===== src/rtl/cache_coherence_array.sv =====
// cache_coherence_array
//   MESI-style state holder for NUM_LINES = 2**IDX_W cache sectors. One CPU
//   transaction is served at a time by a shared transaction FSM
//   (IDLE / FILL / WAIT_INV / WRITEBACK). The bus is snooped every cycle
//   against the per-line state array.
//
// Optional feature macro: TMO_WATCHDOG_EN
//   When defined, a TMO_W-bit watchdog aborts any non-IDLE state that stalls.
//   When defined, it also adds the timeout_err output.
//
// Ports
//   clk, reset          clock, synchronous active-high reset
//   cpu_req_*           CPU request channel (valid/ready), index and op
//   cpu_resp_valid      one-cycle completion pulse, cpu_resp_abort qualifies it
//   snoop_*             bus snoop: valid, line index, write(1)/read(0)
//   read_done, send_abort, all_inv_done, write_back_done   bus/memory events
//   cache_sector_fill, invalidate, adr_retry   registered one-cycle pulses
//   busy                transaction FSM not IDLE
//   query_idx/state     combinational debug read of one line state
//   timeout_err         (TMO_WATCHDOG_EN only) watchdog expiry pulse
//
// Handshake: a request transfers on a cycle where cpu_req_valid && cpu_req_ready.
// Ready is high only when the FSM is IDLE and no snoop is present, so a snoop
// always wins over a new request. Responses are not back-pressured.
module cache_coherence_array #(
  parameter int IDX_W = 3,
  parameter int TMO_W = 8
) (
  input  logic             clk,
  input  logic             reset,
  input  logic             cpu_req_valid,
  output logic             cpu_req_ready,
  input  logic [IDX_W-1:0] cpu_req_idx,
  input  logic [1:0]       cpu_req_op,
  output logic             cpu_resp_valid,
  output logic             cpu_resp_abort,
  input  logic             snoop_valid,
  input  logic [IDX_W-1:0] snoop_idx,
  input  logic             snoop_wr,
  input  logic             read_done,
  input  logic             send_abort,
  input  logic             all_inv_done,
  input  logic             write_back_done,
  output logic             cache_sector_fill,
  output logic             invalidate,
  output logic             adr_retry,
  output logic             busy,
  input  logic [IDX_W-1:0] query_idx,
  output logic [1:0]       query_state
`ifdef TMO_WATCHDOG_EN
  ,
  output logic             timeout_err
`endif
);

  localparam int NUM_LINES = 1 << IDX_W;

  localparam logic [1:0] ST_I = 2'b00;
  localparam logic [1:0] ST_S = 2'b01;
  localparam logic [1:0] ST_E = 2'b10;
  localparam logic [1:0] ST_M = 2'b11;

  localparam logic [1:0] FSM_IDLE      = 2'd0;
  localparam logic [1:0] FSM_FILL      = 2'd1;
  localparam logic [1:0] FSM_WAIT_INV  = 2'd2;
  localparam logic [1:0] FSM_WRITEBACK = 2'd3;

  localparam logic [1:0] OP_RS = 2'b00;
  localparam logic [1:0] OP_RX = 2'b01;
  localparam logic [1:0] OP_WR = 2'b10;

  logic [1:0]       line_q [NUM_LINES];
  logic [1:0]       line_d [NUM_LINES];
  logic [1:0]       fsm_q, fsm_d;
  logic [IDX_W-1:0] act_idx_q, act_idx_d;
  logic [1:0]       act_op_q, act_op_d;
  logic             resp_d, abort_d, fill_d, inv_d, retry_d;
  logic [1:0]       req_op;
  logic [1:0]       req_line;

`ifdef TMO_WATCHDOG_EN
  logic [TMO_W-1:0] tmo_cnt_q;
  logic             tmo_d;
`else
  logic [31:0]      unused_tmo_w;
  assign unused_tmo_w = TMO_W;
`endif

  assign busy          = (fsm_q != FSM_IDLE);
  assign cpu_req_ready = (fsm_q == FSM_IDLE) && !snoop_valid;
  assign query_state   = line_q[query_idx];

  // Reserved op 11 behaves as read-shared.
  assign req_op   = (cpu_req_op == 2'b11) ? OP_RS : cpu_req_op;
  assign req_line = line_q[cpu_req_idx];

  always_comb begin
    line_d    = line_q;
    fsm_d     = fsm_q;
    act_idx_d = act_idx_q;
    act_op_d  = act_op_q;
    resp_d    = 1'b0;
    abort_d   = 1'b0;
    fill_d    = 1'b0;
    inv_d     = 1'b0;
    retry_d   = 1'b0;
`ifdef TMO_WATCHDOG_EN
    tmo_d     = 1'b0;
`endif

    // Transaction FSM. It only ever touches act_idx (or the accepted index
    // in IDLE, which cannot coincide with a snoop because ready is low then).
    case (fsm_q)
      FSM_IDLE: begin
        if (cpu_req_valid && cpu_req_ready) begin
          act_idx_d = cpu_req_idx;
          act_op_d  = req_op;
          if (req_line == ST_I) begin
            fill_d = 1'b1;
            fsm_d  = FSM_FILL;
          end else if (req_op != OP_WR) begin
            resp_d = 1'b1;
          end else if (req_line == ST_S) begin
            inv_d = 1'b1;
            fsm_d = FSM_WAIT_INV;
          end else begin
            line_d[cpu_req_idx] = ST_M;
            resp_d              = 1'b1;
          end
        end
      end
      FSM_FILL: begin
        if (send_abort) begin
          line_d[act_idx_q] = ST_I;
          resp_d            = 1'b1;
          abort_d           = 1'b1;
          fsm_d             = FSM_IDLE;
        end else if (read_done) begin
          if (act_op_q == OP_WR) begin
            inv_d = 1'b1;
            fsm_d = FSM_WAIT_INV;
          end else begin
            line_d[act_idx_q] = (act_op_q == OP_RX) ? ST_E : ST_S;
            resp_d            = 1'b1;
            fsm_d             = FSM_IDLE;
          end
        end
      end
      FSM_WAIT_INV: begin
        if (all_inv_done) begin
          line_d[act_idx_q] = ST_M;
          resp_d            = 1'b1;
          fsm_d             = FSM_IDLE;
        end
      end
      default: begin // FSM_WRITEBACK
        if (write_back_done) begin
          line_d[act_idx_q] = ST_S;
          fsm_d             = FSM_IDLE;
        end
      end
    endcase

`ifdef TMO_WATCHDOG_EN
    // A real completion in the same cycle as expiry wins.
    if (fsm_q != FSM_IDLE && fsm_d == fsm_q && tmo_cnt_q == {TMO_W{1'b1}}) begin
      line_d[act_idx_q] = ST_I;
      fsm_d             = FSM_IDLE;
      tmo_d             = 1'b1;
      if (fsm_q != FSM_WRITEBACK) begin
        resp_d  = 1'b1;
        abort_d = 1'b1;
      end
    end
`endif

    // Snooper. When busy it never modifies act_idx, so it cannot collide with
    // the FSM update above.
    if (snoop_valid) begin
      if (busy && snoop_idx == act_idx_q) begin
        retry_d = 1'b1;
      end else if (snoop_wr) begin
        line_d[snoop_idx] = ST_I;
      end else if (line_q[snoop_idx] == ST_E) begin
        line_d[snoop_idx] = ST_S;
      end else if (line_q[snoop_idx] == ST_M) begin
        retry_d = 1'b1;
        if (fsm_q == FSM_IDLE) begin
          fsm_d     = FSM_WRITEBACK;
          act_idx_d = snoop_idx;
        end
      end
    end
  end

  always_ff @(posedge clk) begin
    if (reset) begin
      for (int i = 0; i < NUM_LINES; i++) line_q[i] <= ST_I;
      fsm_q             <= FSM_IDLE;
      act_idx_q         <= '0;
      act_op_q          <= OP_RS;
      cpu_resp_valid    <= 1'b0;
      cpu_resp_abort    <= 1'b0;
      cache_sector_fill <= 1'b0;
      invalidate        <= 1'b0;
      adr_retry         <= 1'b0;
    end else begin
      line_q            <= line_d;
      fsm_q             <= fsm_d;
      act_idx_q         <= act_idx_d;
      act_op_q          <= act_op_d;
      cpu_resp_valid    <= resp_d;
      cpu_resp_abort    <= abort_d;
      cache_sector_fill <= fill_d;
      invalidate        <= inv_d;
      adr_retry         <= retry_d;
    end
  end

`ifdef TMO_WATCHDOG_EN
  // Counts cycles spent in the current non-IDLE state; any state change clears it.
  always_ff @(posedge clk) begin
    if (reset || fsm_d != fsm_q) tmo_cnt_q <= '0;
    else if (fsm_q != FSM_IDLE)  tmo_cnt_q <= tmo_cnt_q + 1'b1;
    if (reset) timeout_err <= 1'b0;
    else       timeout_err <= tmo_d;
  end
`endif

endmodule


===== config.mk =====
export PLATFORM = sky130hd
export DESIGN_NAME = cache_coherence_array
export DESIGN_NICKNAME = d
export VERILOG_FILES = /design/src/rtl/cache_coherence_array.sv
export SDC_FILE = /design/constraint.sdc
export NUM_CORES = 1
export LEC_CHECK = 0
export ABC_AREA = 0
export CAP_MARGIN = 20
export CORE_ASPECT_RATIO = 0.5
export CORE_MARGIN = 3
export CORE_UTILIZATION = 40
export CTS_BUF_LIST = sky130_fd_sc_hd__clkbuf_4
export CTS_CLUSTER_SIZE = 28
export DETAILED_ROUTE_END_ITERATION = 16
export GPL_TIMING_DRIVEN = 0
export PLACE_DENSITY = 0.62
export SLEW_MARGIN = 10
export SYNTH_ARGS = -nofsm -noshare
export SYNTH_HDL_FRONTEND = slang
export SYNTH_SLANG_ARGS = --single-unit
export TNS_END_PERCENT = 10

===== constraint.sdc =====
create_clock -name clk -period 4.8 [get_ports clk]
set_input_delay 0.72 -clock clk [delete_from_list [all_inputs] [get_ports clk]]
set_output_delay 0.72 -clock clk [all_outputs]
set_load 0.05 [all_outputs]

# After elaboration in Yosys (flattened, before gate mapping)
# Cells that the tools add are included.
[classes]
addsub = 0
n_mul = 0
n_div = 0
n_lt_le_gt_ge = 7
n_eq_ne = 10
n_shift = 0
mux = 79
bitwise_logic = 20
reduce_logical = 14
[op_table]
columns = ["cell", "n"]
rows = [
  ["16-bit two-way mux", 13],
  ["2-bit two-way mux", 26],
  ["16-bit case mux with 3 select lines", 1],
  ["16-bit AND", 2],
  ["16-bit NOT", 2],
  ["16-bit bitwise OR", 2],
  ["3-bit two-way mux", 8],
  ["1-bit two-way mux", 21],
  ["2-bit binary-select mux with 3-bit select", 3],
  ["2-bit demux with 3-bit select", 3],
  ["8-bit AND", 2],
  ["16-bit bitwise mux", 1],
  ["4-bit >= comparator, second input constant", 4],
  ["3-bit NOT with 4-bit output", 4],
  ["8-bit NOT", 2],
  ["8-bit bitwise OR", 2],
  ["4-bit by 1-bit < comparator with 1-bit output, second input constant", 3],
  ["2-bit == test, second input constant", 5],
  ["2-bit by 1-bit == test with 1-bit output, second input constant", 3],
  ["1-bit logical AND", 6],
  ["2-bit case mux with 3 select lines", 1],
  ["2-bit zero test", 2],
  ["1-bit NOT", 4],
  ["2-bit OR reduction", 2],
  ["other kinds (8)", 8],
]
[totals]
reg_bits = 28
latchBits = 0
ram_bits = 0
romBits = 0
in_bits = 20
out_inout_bits = 9
n_memories = 0

# Depth between registers and ports, before layout
# Gate-level depths: netlist (run 1).
[logic_depth]
ltp_word = 16
ltp_mapped = 7
mapped_depth_nobuf = 5

# Least setup slack after synthesis (run 1)
# OpenSTA, ideal clock, no wires.
[synth_timing]
path_type = "input to register"
startpoint = "input port snoop_valid"
endpoint = "register act_idx_q[0]"
setup_time_ns = 0.121
t_arrival_ns = 2.544
t_required_ns = 4.679
slack_ns = 2.135
cell_stages = 5
path_buffers = 0
cell_sequence = "nor3_1 > nand2_1 > nand2_1 > a21oi_1 > mux2_2"
[synth_between]
elab_chain_len = 11
[synth_lines]
columns = ["element", "line", "rtl"]
rows = [
  ["start: declaration", "37", "input logic snoop_valid,"],
  ["1-bit zero test", "90", "assign cpu_req_ready = (fsm_q == FSM_IDLE) && !snoop_valid;"],
  ["1-bit logical AND", "90", ""],
  ["1-bit logical AND", "115", "if (cpu_req_valid && cpu_req_ready) begin"],
  ["3-bit two-way mux", "115", ""],
  ["3-bit two-way mux", "113", "case (fsm_q)"],
  ["3-bit two-way mux", "188", "if (fsm_q == FSM_IDLE) begin"],
  ["3-bit two-way mux", "186", "end else if (line_q[snoop_idx] == ST_M) begin"],
  ["3-bit two-way mux", "184", "end else if (line_q[snoop_idx] == ST_E) begin"],
  ["3-bit two-way mux", "182", "end else if (snoop_wr) begin"],
  ["3-bit two-way mux", "180", "if (busy && snoop_idx == act_idx_q) begin"],
  ["3-bit two-way mux (*)", "179", "if (snoop_valid) begin"],
  ["end signal: assignment", "210", "act_idx_q <= act_idx_d;"],
  ["end: declaration", "75", "logic [IDX_W-1:0] act_idx_q, act_idx_d;"],
]
# Every way passes the cells marked *; elsewhere a longest branch is shown, timed or not.
# A chain may end at the register's enable or synchronous reset.

# Worst setup path in the final report (run 1)
[layout_timing]
startpoint = "input port query_idx[0]"
endpoint = "output port query_state[1]"
[layout_between]
elab_chain_len = 4
[layout_lines]
columns = ["element", "line", "rtl"]
rows = [
  ["start: declaration", "48", "input logic [IDX_W-1:0] query_idx,"],
  ["3-bit NOT with 4-bit output (implied by the code)", "91", "assign query_state = line_q[query_idx];"],
  ["2-bit binary-select mux with 3-bit select", "91", ""],
  ["2-bit two-way mux (implied by the code) (2 in a row)", "91", ""],
  ["end: declaration", "49", "output logic [1:0] query_state"],
]
# No other way between the ends. The select of a mux whose other input is x is not followed.

==> load_flow_metrics.sql, run 1 <==
INSERT INTO impl_metrics (metric_group, metric, value, unit) VALUES
('finish', 'fillCellCount', '570', ''),
('power', 'final_total_pwr', '0.615', 'mW'),
('min_path', 'min_to', 'act_op_q[0]', ''),
('setup_path', 'critPathCaptureType', 'primary output', ''),
('status', 'outcome', 'completed', ''),
('floorplan', 'core_region_area', '0.00573', 'mm2'),
('synthesis', 'netlist.top_cell.by_area', 'dfxtp_1', ''),
('floorplan', 'die_area', '0.00723', 'mm2'),
('floorplan', 'ios', '29', ''),
('detailed_routing', 'drt_first_iter_violations', '287', ''),
('timing', 'period_minus_slack', '3560', 'ps'),
('timing', 'grt_setup_unrepaired', 'no', ''),
('cts', 'post_cts_resized', '0', ''),
('floorplan', 'rows', '19', ''),
('timing', 'min_period_over_period', '74.2', '%'),
('synthesis', 'synthMostInstantiatedCell', 'a21oi_1', ''),
('detailed_routing', 'drcViolationCount', '0', ''),
('timing', 'total_negative_setup_slacks', '0', 'ps'),
('run', 'cap_viol_max_count', '0', ''),
('cts', 'root_buffer', 'clkbuf_4', ''),
('timing', 'worstMarginPinSlew', '795', 'ps'),
('global_route', 'initial_antenna_violation_count', '0', ''),
('synthesis', 'synthesis.area_per_instance', '7.99', 'um2'),
('setup_path', 'timing.reg2reg.setup_slack', '2340', 'ps'),
('cts', 'htree_num_levels', '1', ''),
('timing', 'finClkSkew', '4.70', 'ps'),
('detailed_routing', 'vias_per_cell', '6.60', ''),
('min_path', 'min_delay_src', 'act_op_q[0]', ''),
('finish', 'multiInputGateArea', '0.00177', 'mm2'),
('synthesis', 'synthesis.instances', '310', ''),
('setup_path', 'ff2ff_path_depth', '6', ''),
('detailed_routing', 'wirelength', '8980', 'um'),
('global_route', 'grt.total_usage', '25.6', '%'),
('synthesis', 'synthFlopType', 'dfxtp_1', ''),
('cts', 'cts_tree', 'done', ''),
('timing', 'report.final.setup_viol', '0', ''),
('power', 'p_per_area', '214', 'mW/mm2'),
('cts', 'ctsHoldBuffers', '0', ''),
('global_route', 'first_global_vias', '2502', ''),
('setup_path', 'path_max_fanout', '4', ''),
('cts', 'buffers_from_clock_root_to_sink_at_most', '2', ''),
('detailed_routing', 'vias_after_detailed_routing', '2786', ''),
('cts', 'postCtsSetupBuffers', '0', ''),
('min_path', 'hold_path_depth', '2', ''),
('finish', 'synthToLayoutAreaGrowth', '16.1', '%'),
('synthesis', 'yosysUniqueCellTypes', '56', ''),
('detailed_routing', 'drt-pass1-iter-count', '7', ''),
('setup_path', 'critPathArrivalTime', '2840', 'ps'),
('finish', 'layout-drive-gt1-share', '10.4', '%'),
('timing', 'slew_headroom', '46.3', '%'),
('place', 'count_of_port_buffers_added_during_placement', '24', ''),
('power', 'cellLeakagePower', '0.958', 'nW'),
('synthesis', 'ys_warn_count', '0', ''),
('synthesis', 'yosys-top-cells-count', 'a21oi_1, nand2_1, dfxtp_1, clkbuf_1, nor3_1', ''),
('synthesis', 'synth_seq_cells', '28', ''),
('setup_path', 'r2r_end', 'line_q[8]', ''),
('place', 'routabilityCongestion', '1.03', ''),
('power', 'irDropWorstVdd', '0.105', 'mV'),
('finish', 'sequential_cell_area', '561', 'um2'),
('cts', 'clkSinkCount', '28', ''),
('cts', 'clkTransAtPathRegs', '160', 'ps'),
('setup_path', 'timing.setup.critical_path_class', 'in2out', ''),
('synthesis', 'synth_edf_count', '0', ''),
('finish', 'finish.net_count', '359', ''),
('floorplan', 'fp.dieH', '61.7', 'um'),
('synthesis', 'ys_seq_area_share', '22.6', '%'),
('setup_path', 'required', '4080', 'ps'),
('floorplan', 'initial_core_utilization', '43.2', '%'),
('finish', 'antenna_cells_inserted', '0', ''),
('timing', 'report.final.slew_viol_count', '0', ''),
('synthesis', 'synth_top_cell_area_share', '22.6', '%');
placed cells by master, fill, tap and decap left out, drive strengths merged, types with 7 or more instances in the layout:
cell type,n
mux2i,9
nor2,12
a2111o,8
dfxtp,28
nand2,33
o21ai,11
nor3,17
a21oi,36
buf,9
nand2b,7
a211oi,10
clkdlybuf4s50,24
o31ai,8
mux4,7
a22o,10
clkbuf,23
final cells by class:
type | instances | share of cell area (%)
multi-input combinational | 249 | 61.7
inverter | 4 | 0.522
buffer | 29 | 4.48
clock buffer | 3 | 0.783
sequential | 28 | 19.5
tap | 84 | 3.66
timing repair buffer | 24 | 8.36
clock inverter | 1 | 1.04
where the power goes:
group	leakage, nW	total [mW]	switching [mW]	internal (mW)
clock network	0.0279	0.162	0.0771	0.0846
registers	0.228	0.262	0.0181	0.243
logic	0.703	0.192	0.117	0.0749
worst max path at each step:
| stage | from | to | slack, ps | cells after the start |
|---|---|---|---|---|
| 2_1_floorplan | snoop_valid | act_idx_q[0] | 2130 | 5 |
| 3_3_place_gp | query_idx[0] | query_state[0] | 1240 | 4 |
| 3_5_place_dp | query_idx[0] | query_state[0] | 1220 | 4 |
| 4_1_cts | query_idx[0] | query_state[0] | 1230 | 4 |
| 5_1_grt | query_idx[0] | query_state[1] | 1170 | 4 |
| 6_report | query_idx[0] | query_state[1] | 1240 | 4 |
through the flow:
stage	cells	setup slack, ps	instance area (um2)	util [%]	hold slack [ps]
2_1_floorplan	310	2130	2480	-	440
3_3_place_gp	418	1240	2820	49.3	455
3_5_place_dp	418	1220	2820	49.3	467
4_1_cts	422	1230	2880	50.2	487
5_1_grt	422	1170	2880	50.2	519
6_report	422	1240	2880	50.2	482
state kept, by name, indices dropped and copies added (netlist names):
name               cells
line_q                16
act_idx_q              3
act_op_q               2
fsm_q                  2
adr_retry              1
cache_sector_fill      1
cpu_resp_abort         1
cpu_resp_valid         1
invalidate             1
critical path, cell delays in order:
cell,delay (ps)
clkdlybuf4s50_1,620
mux4_2,530
mux2_2,270
clkdlybuf4s50_1,700
kinds of logic after synthesis:
logic type                count (synthesis)  synth area share (%)
AOI/OAI and AO/OA                       108                  31.1
xor gates and xnor gates                  3                  1.06
buffers and inverters                    33                  5.81
DFF                                      28                  22.6
muxes                                    22                  12.9
and+or+nand+nor                         116                  26.5
routing by layer:
layer	GRT usage [%]	vias to the layer above	share of wire, %
met5	0	-	0
met4	3.43	0	1.2
met3	6.87	20	13
met2	38.3	183	42
met1	37.9	1325	44
li1	-	1258	-
Note: power is estimated with default switching activity, not from simulation.
==> run 2, diff against run 1 <==
==> constraint.sdc (replaced) <==
create_clock -name clk -period 3.5 [get_ports clk]
set_input_delay 0.525 -clock clk [delete_from_list [all_inputs] [get_ports clk]]
set_output_delay 0.525 -clock clk [all_outputs]
set_load 0.05 [all_outputs]
==> results of run 2 <==
The final DEF is identical to that of run 1. Status: completed.
Main changes from that run: setup slack after placement 1220 ps -> 313 ps; setup slack after layout 1240 ps -> 328 ps; register-to-register setup slack 2340 ps -> 1040 ps; total power 0.615 mW -> 0.844 mW; worst IR drop on VDD 0.105 mV -> 0.144 mV
